## src/rtl/address_sequencer.sv

```systemverilog
// -----------------------------------------------------------------------------
// address_sequencer
//
// Drives the configuration of an external address generator through one
// sequence: IDLE -> LOAD (generator held in load for LOAD_CYCLES clocks) ->
// RUN (generator running, wrap pulses counted) -> DONE (one-cycle completion
// pulse) -> IDLE.  A stop request aborts LOAD/RUN without a done pulse.
// All outputs are registered.
//
// Parameters
//   LOAD_CYCLES  clocks spent in LOAD before RUN (1..255)
//   CNT_WIDTH    width of n_cycles and cycle_count
//
// Ports
//   clk          clock, rising edge active
//   resetn       asynchronous active-low reset
//   start        begin a sequence (accepted only in IDLE without stop)
//   stop         abort request (LOAD/RUN), also blocks start in IDLE
//   continuous   1 = run until stop (sampled on accepted start)
//   period_in    generator period (sampled on accepted start)
//   n_cycles     generator periods to run, 0 treated as 1 (sampled on start)
//   restart      one-cycle wrap pulse from the generator
//   addr_cfg     generator config: 00 idle, 01 load, 11 run
//   addr_period  period driven to the generator
//   busy         high in LOAD and RUN
//   done         one-cycle pulse on normal completion
//   cycle_count  restart pulses counted in the current/last sequence
// -----------------------------------------------------------------------------
module address_sequencer #(
    parameter int LOAD_CYCLES = 4,
    parameter int CNT_WIDTH   = 32
) (
    input  logic                 clk,
    input  logic                 resetn,
    input  logic                 start,
    input  logic                 stop,
    input  logic                 continuous,
    input  logic [31:0]          period_in,
    input  logic [CNT_WIDTH-1:0] n_cycles,
    input  logic                 restart,
    output logic [1:0]           addr_cfg,
    output logic [31:0]          addr_period,
    output logic                 busy,
    output logic                 done,
    output logic [CNT_WIDTH-1:0] cycle_count
);

    localparam logic [1:0] S_IDLE = 2'b00;
    localparam logic [1:0] S_LOAD = 2'b01;
    localparam logic [1:0] S_RUN  = 2'b10;
    localparam logic [1:0] S_DONE = 2'b11;

    localparam logic [1:0] CFG_IDLE = 2'b00;
    localparam logic [1:0] CFG_LOAD = 2'b01;
    localparam logic [1:0] CFG_RUN  = 2'b11;

    // Load counter is preset to LOAD_CYCLES-1 and LOAD exits on the edge it
    // reads zero, giving exactly LOAD_CYCLES cycles of addr_cfg=01.
    localparam logic [7:0]           LOAD_LAST = 8'(LOAD_CYCLES - 1);
    localparam logic [CNT_WIDTH-1:0] CNT_MAX   = '1;
    localparam logic [CNT_WIDTH-1:0] CNT_ONE   = CNT_WIDTH'(1);

    logic [1:0]           state_q,  state_d;
    logic [7:0]           ld_cnt_q, ld_cnt_d;
    logic [CNT_WIDTH-1:0] cnt_q,    cnt_d;
    logic [CNT_WIDTH-1:0] nlat_q,   nlat_d;
    logic                 cont_q,   cont_d;
    logic [31:0]          period_q, period_d;
    logic [1:0]           cfg_q,    cfg_d;
    logic                 busy_q,   busy_d;
    logic                 done_q,   done_d;
    logic [CNT_WIDTH-1:0] cnt_inc;

    // Saturating increment; only reachable at all-ones in continuous mode.
    assign cnt_inc = (cnt_q == CNT_MAX) ? cnt_q : cnt_q + CNT_ONE;

    always_comb begin
        state_d  = state_q;
        ld_cnt_d = ld_cnt_q;
        cnt_d    = cnt_q;
        nlat_d   = nlat_q;
        cont_d   = cont_q;
        period_d = period_q;

        case (state_q)
            S_IDLE: begin
                // stop takes priority over a simultaneous start
                if (start && !stop) begin
                    state_d  = S_LOAD;
                    ld_cnt_d = LOAD_LAST;
                    cnt_d    = '0;
                    nlat_d   = (n_cycles == '0) ? CNT_ONE : n_cycles;
                    cont_d   = continuous;
                    period_d = period_in;
                end
            end
            S_LOAD: begin
                // restart pulses are ignored while the generator is loading
                if (stop) begin
                    state_d = S_IDLE;
                end else if (ld_cnt_q == 8'd0) begin
                    state_d = S_RUN;
                end else begin
                    ld_cnt_d = ld_cnt_q - 8'd1;
                end
            end
            S_RUN: begin
                // the count still advances on an edge where stop wins
                if (restart) begin
                    cnt_d = cnt_inc;
                end
                if (stop) begin
                    state_d = S_IDLE;
                end else if (restart && !cont_q && (cnt_inc == nlat_q)) begin
                    state_d = S_DONE;
                end
            end
            default: begin
                state_d = S_IDLE;
            end
        endcase
    end

    // Outputs are decoded from the next state so they change on the same edge
    // as the state register.
    always_comb begin
        cfg_d  = CFG_IDLE;
        busy_d = 1'b0;
        done_d = 1'b0;
        case (state_d)
            S_LOAD: begin
                cfg_d  = CFG_LOAD;
                busy_d = 1'b1;
            end
            S_RUN: begin
                cfg_d  = CFG_RUN;
                busy_d = 1'b1;
            end
            S_DONE: begin
                done_d = 1'b1;
            end
            default: begin
                cfg_d = CFG_IDLE;
            end
        endcase
    end

    always_ff @(posedge clk or negedge resetn) begin
        if (!resetn) begin
            state_q  <= S_IDLE;
            ld_cnt_q <= 8'd0;
            cnt_q    <= '0;
            nlat_q   <= CNT_ONE;
            cont_q   <= 1'b0;
            period_q <= 32'd0;
            cfg_q    <= CFG_IDLE;
            busy_q   <= 1'b0;
            done_q   <= 1'b0;
        end else begin
            state_q  <= state_d;
            ld_cnt_q <= ld_cnt_d;
            cnt_q    <= cnt_d;
            nlat_q   <= nlat_d;
            cont_q   <= cont_d;
            period_q <= period_d;
            cfg_q    <= cfg_d;
            busy_q   <= busy_d;
            done_q   <= done_d;
        end
    end

    assign addr_cfg    = cfg_q;
    assign addr_period = period_q;
    assign busy        = busy_q;
    assign done        = done_q;
    assign cycle_count = cnt_q;

endmodule

```

## config.mk

```make
export PLATFORM = sky130hd
export DESIGN_NAME = address_sequencer
export DESIGN_NICKNAME = d
export VERILOG_FILES = /design/src/rtl/address_sequencer.sv
export SDC_FILE = /design/constraint.sdc
export NUM_CORES = 1
export LEC_CHECK = 0
export BUFFER_PORTS_ARGS = -buffer_cell sky130_fd_sc_hd__buf_4
export CORE_MARGIN = 10
export CORE_UTILIZATION = 25
export CTS_CLUSTER_DIAMETER = 200
export DETAILED_ROUTE_END_ITERATION = 7
export PLACE_DENSITY = 0.45
export SLEW_MARGIN = 40
export SYNTH_ARGS = -nofsm -noshare
export SYNTH_HDL_FRONTEND = slang
export SYNTH_SLANG_ARGS = --single-unit
```

## constraint.sdc

```tcl
create_clock -name clk -period 4.8 [get_ports clk]
set_input_delay 0.96 -clock clk [delete_from_list [all_inputs] [get_ports clk]]
set_output_delay 0.96 -clock clk [all_outputs]
set_load 0.005 [all_outputs]
```

Word-level counts from Yosys, hierarchy flattened
Index checks and enable logic that the tools add are counted.
{"block": "word_totals", "reg_bits": 111, "latch_bits": 0, "ram_bits": 0, "romBits": 0, "in_bits": 70, "output_inout_bits": 68, "wordCells": 54, "n_memories": 0}
{"block": "op_classes", "n_addsub": 2, "multipliers": 0, "div_mod_pow": 0, "n_lt_le_gt_ge": 0, "eq_ne": 11, "shift": 0, "n_mux": 18, "n_bitwise": 0, "reduce_logical": 14}
{"operator": "$mux 32", "count": 4}
{"operator": "$pmux 32 s2", "count": 1}
{"operator": "$add 32x1->32 const B", "count": 1}
{"operator": "$eq 32x32->1", "count": 1}
{"operator": "$eq 32x32->1 const B", "count": 1}
{"operator": "$logic_not 32->1", "count": 1}
{"operator": "$mux 8", "count": 3}
{"operator": "$pmux 8 s2", "count": 1}
{"operator": "$mux 2", "count": 5}
{"operator": "$logic_not 8->1", "count": 1}
{"operator": "$ne 2x2->1 const B", "count": 4}
{"operator": "$sub 8x1->8 const B", "count": 1}
{"operator": "$eq 2x2->1 const B", "count": 3}
{"operator": "$pmux 2 s3", "count": 1}
{"operator": "$eq 2x1->1 const B", "count": 2}
{"operator": "$pmux 2 s2", "count": 1}
{"operator": "$reduce_and 4->1", "count": 1}
{"operator": "$reduce_bool 2->1", "count": 2}
{"operator": "$logic_and 1x1->1", "count": 3}
{"operator": "$reduce_and 3->1", "count": 1}
{"operator": "$logic_not 1->1", "count": 2}
{"operator": "$logic_not 2->1", "count": 1}
{"operator": "$mux 1", "count": 2}
{"operator": "$reduce_and 2->1", "count": 1}
{"operator": "$reduce_or 2->1", "count": 1}

Depth between registers and ports, before layout
{"block": "depth", "ltp_word": 10, "depth_mapped": 13}

Least setup slack after synthesis
OpenSTA, ideal clock, no wires.
{"block": "synth_timing", "path_kind": "register -> register", "startpoint": "register cnt_q[0], in the netlist cycle_count[0]", "endpoint": "register busy_q, in the netlist busy", "setup_time_ns": 0.113, "arrival_ns": 3.000, "slack_ns": 1.687, "stages_incl_launch_ff": 13, "period_less_slack_ns": 3.113, "cell_sequence": "dfrtp_1 ha_1 and4_1 and4_4 buf_6 nand2_1 and3_1 xnor2_1 or4_1 nor4_2 a31oi_1 ha_1 inv_1"}
{"block": "synth_between", "elab_chain_cells": 10}
{"element": "start: declaration", "line": "65", "text": "logic [CNT_WIDTH-1:0] cnt_q, cnt_d;"}
{"element": "start signal: assignment", "line": "162", "text": "cnt_q <= cnt_d;"}
{"element": "$add 32x1->32 / $eq 32x32->1 (equally long branches)", "line": "75", "text": "assign cnt_inc = (cnt_q == CNT_MAX) ? cnt_q : cnt_q + CNT_ONE;"}
{"element": "$mux 32 (*)", "line": "75"}
{"element": "$eq 32x32->1 (*)", "line": "114", "text": "end else if (restart && !cont_q && (cnt_inc == nlat_q)) begin"}
{"element": "$logic_and 1x1->1 (*)", "line": "114"}
{"element": "$mux 2 (*)", "line": "114"}
{"element": "$mux 2 (*)", "line": "112", "text": "if (stop) begin"}
{"element": "$pmux 2 s3 (*)", "line": "85", "text": "case (state_q)"}
{"element": "$eq 2x2->1 / $eq 2x1->1 (equally long branches)", "line": "130", "text": "case (state_d)"}
{"element": "$reduce_or 2->1 (no source line) (*)"}
{"element": "$mux 1 (*)", "line": "130"}
{"element": "via busy_d", "line": "70", "text": "logic busy_q, busy_d;"}
{"element": "end signal: assignment", "line": "167", "text": "busy_q <= busy_d;"}
{"element": "end: declaration", "line": "70"}
The timed path passes the listed nets; every way through them passes the cells marked *.
A chain may end at the register's enable or synchronous reset.

Worst setup path in the final report
{"block": "layout_timing", "startpoint": "register cnt_q[16], in the netlist cycle_count[16]", "endpoint": "register busy_q, in the netlist busy"}
Same word-level chain as after synthesis.

==> results_dict.tcl <==
set metrics [dict create \
    fin_nets 747 \
    period_share 0.746 \
    gr-usage-met1 0.164 \
    antenna_cells 0 \
    syn_area_per_cell_um2 10.5 \
    tightest_slew_ns 0.748 \
    clockBufferDepth 2 \
    synth-async-reset-ratio 1.00 \
    slew_violations 0 \
    path_class "flip-flop to flip-flop" \
    period_needed_ns 3.58 \
    synth-simple-area-share 0.153 \
    synth_edf_count 0 \
    hold_buffers 0 \
    max-cap-violations 0 \
    cts_sinks 110 \
    grt_use_total 0.127 \
    grt_max_degree 76 \
    yosysSeqAreaShare 0.478 \
    status "completed" \
    drt_first_pass_iters 5 \
    worstSetupStartpointType "flip-flop" \
    grt-busiest-layer "met2" \
    hold_class "flip-flop to flip-flop" \
    setup_viol 0 \
    num_rows 55 \
    ys_warn_count 0 \
    critPathCaptureType "flip-flop" \
    synth_cells 547 \
    grt_pass1_wl_um 29200 \
    layout_commonest_cell "buf_4" \
    holdPathStages 1 \
    area_growth_syn_to_layout_pct 28.3 \
    first_global_vias 4966 \
    ir_worst_vdd_v 0.000158 \
    fill_cells 2330 \
    die-area_um2 29500 \
    rsz0062_at_grt "false" \
    drive_above_1_share 0.350 \
    post_cts_resize_count 0 \
    finalClockSkew_ns 0.0124 \
    rr_worst_depth 11 \
    synthDistinctLibCells 61 \
    core_um2 22600 \
    dr.first_iter.drc_count 223 \
    dp_hpwl_um 13800 \
    overflow 0 \
    cts_tree "done" \
    io_pins 138 \
    post_drt_via_cell_ratio 4.90 \
    clock-root-buffer "clkbuf_16" \
    dp.cells 947 \
    antenna_found_initial 0 \
    syn_nets 621 \
    clkTransAtPathRegs_ns 0.09 \
    die_w_um 172 \
    required_ns 5.07 \
    vias 4717 \
    port_buffers 137 \
    final_cell_mix "buf_4, dfrtp_1, mux2_2" \
    synth_compound_area_frac 0.116 \
    arrival_ns 3.85 \
    synthAdderAreaFrac 0.00870 \
    numCtsBuffers 9 \
    p_leak_nw 3.18 \
    use_met2 0.200 \
    relSlewSlack 0.497 \
    start_util 0.254 \
    antenna_left 0 \
    synth-xor-area-share 0.0867 \
    fmax_mhz 279 \
    p_per_area_nw_per_um2 343 \
    ys.flop_type "dfrtp_1" \
    gr-usage-met3 0.0438 \
    htreeDepth 3 \
    die_height_um 172 \
    netlist_area_um2 5760 \
    fin_setup_tns_ns 0 \
    muxShareOfSynthArea 0.130 \
    routed_wl_um 18400 \
    cts_setup_buffers 0 \
    globalplace.congestion 0.869 \
    critPathMaxFanout 12 \
    fin_cells 963 \
    clock_latency_ns 0.37 \
    ys_ff_latch 110 \
    wl_per_cell_um 19.1 \
    finalHoldViolations 0 \
    synth_top_family_by_area "simple AND/OR/NAND/NOR gates" \
    drc_errors 0 \
]
==> flip-flops by register name (all words and copies together), names as in the netlist, 2 cells and up <==
signal / count
addr_period: 32
cycle_count: 32
nlat_q: 32
ld_cnt_q: 8
state_q: 2
==> final cells by class <==
class	count	area, µm²	share of cell area
Clock buffer	9	225	0.0305
Clock inverter	7	83.8	0.0114
Inverter	6	22.5	0.00305
Multi-Input combinational cell	403	2870	0.388
Sequential cell	110	2750	0.373
Tap cell	285	357	0.0483
Timing Repair Buffer	143	1080	0.146
==> where the power goes <==
group	internal (W)	total, W	switching, W
logic	0.000312	0.000545	0.000233
clock network	0.000378	0.000798	0.000420
registers	0.00107	0.00119	0.000116
total	0.00176	0.00253	0.000770
==> metal layers <==
metal | wire length, µm | share of wire | vias up
met1 | 8280 | 0.45 | 2323
met4 | 170 | 0.0092 | 0
met2 | 8490 | 0.46 | 142
met3 | 1470 | 0.080 | 16
met5 | 0 | 0 | -
li1 | - | - | 2236
==> kinds of logic after synthesis <==
group           Yosys count
simple gates            165
compound gates          110
flops                   110
mux                      67
xor+xnor                 57
buf+inv                  34
fa+ha+maj                 4
==> worst paths after layout <==
path	to	slack, ns	startpoint
min in group asynchronous	addr_period[10]	0.55	resetn
worst min-delay path	addr_period[31]	0.51	addr_period[31]
worst min register to register	addr_period[31]	0.51	addr_period[31]
max in group asynchronous	ld_cnt_q[7]	3.24	resetn
worst max-delay path	busy	1.22	cycle_count[16]
worst max register to register	busy	1.22	cycle_count[16]
==> synthesized netlist by cell type, types with 2 or more instances <==
master     number  share of area
ha_1            4         0.0087
mux2_2         64           0.13
xor2_1         18          0.027
nand3_1        17          0.015
or3_1           3         0.0033
nand4_1        12          0.013
nand2_1        38          0.025
o22ai_1         3         0.0033
and4_4          2         0.0039
buf_2           5         0.0043
inv_1           6         0.0039
a2111oi_0       2         0.0030
o31ai_1         9          0.012
and4_1          3         0.0046
nor2b_1         2         0.0022
and3_1          6         0.0065
o21ai_0        49          0.043
mux2i_1         3         0.0052
xnor2_1        39          0.059
o2111ai_1       2         0.0030
a21oi_1        20          0.017
nor3_1          7         0.0061
a211o_1         3         0.0046
clkbuf_2        2         0.0017
buf_4           2         0.0026
or4_1           2         0.0026
nor2_1         43          0.028
dfrtp_1       109           0.47
and2_1          4         0.0043
nor4_1         14          0.015
clkbuf_1       17          0.011
a21o_1          3         0.0039
a31oi_1         6         0.0065
==> stage by stage <==
stage / area [µm²] / hold slack [ns] / total power, W / setup slack [ns] / utilization
global placement: 7070 / 0.492 / 0.00175 / 1.27 / 0.312
finish: 7380 / 0.510 / 0.00253 / 1.22 / 0.326
detailed placement: 7080 / 0.497 / 0.00176 / 1.18 / 0.313
CTS: 7380 / 0.516 / 0.00258 / 1.16 / 0.326
global route: 7380 / 0.533 / 0.00268 / 0.917 / 0.326
floorplan: 5760 / 0.482 / 0.00148 / 1.69 / -
==> critical path, cell delays in order, from the launching register on <==
cell and delay [ns]:
dfrtp_1 0.56, nand4_1 0.31, nor4_4 0.57, buf_4 0.28
a311o_1 0.25, xnor2_1 0.14, o2111ai_1 0.12, or4_1 0.42
nor4_2 0.37, a31oi_1 0.13, ha_1 0.30, inv_1 0.04
No activity file was read; power rests on OpenSTA's default activity.
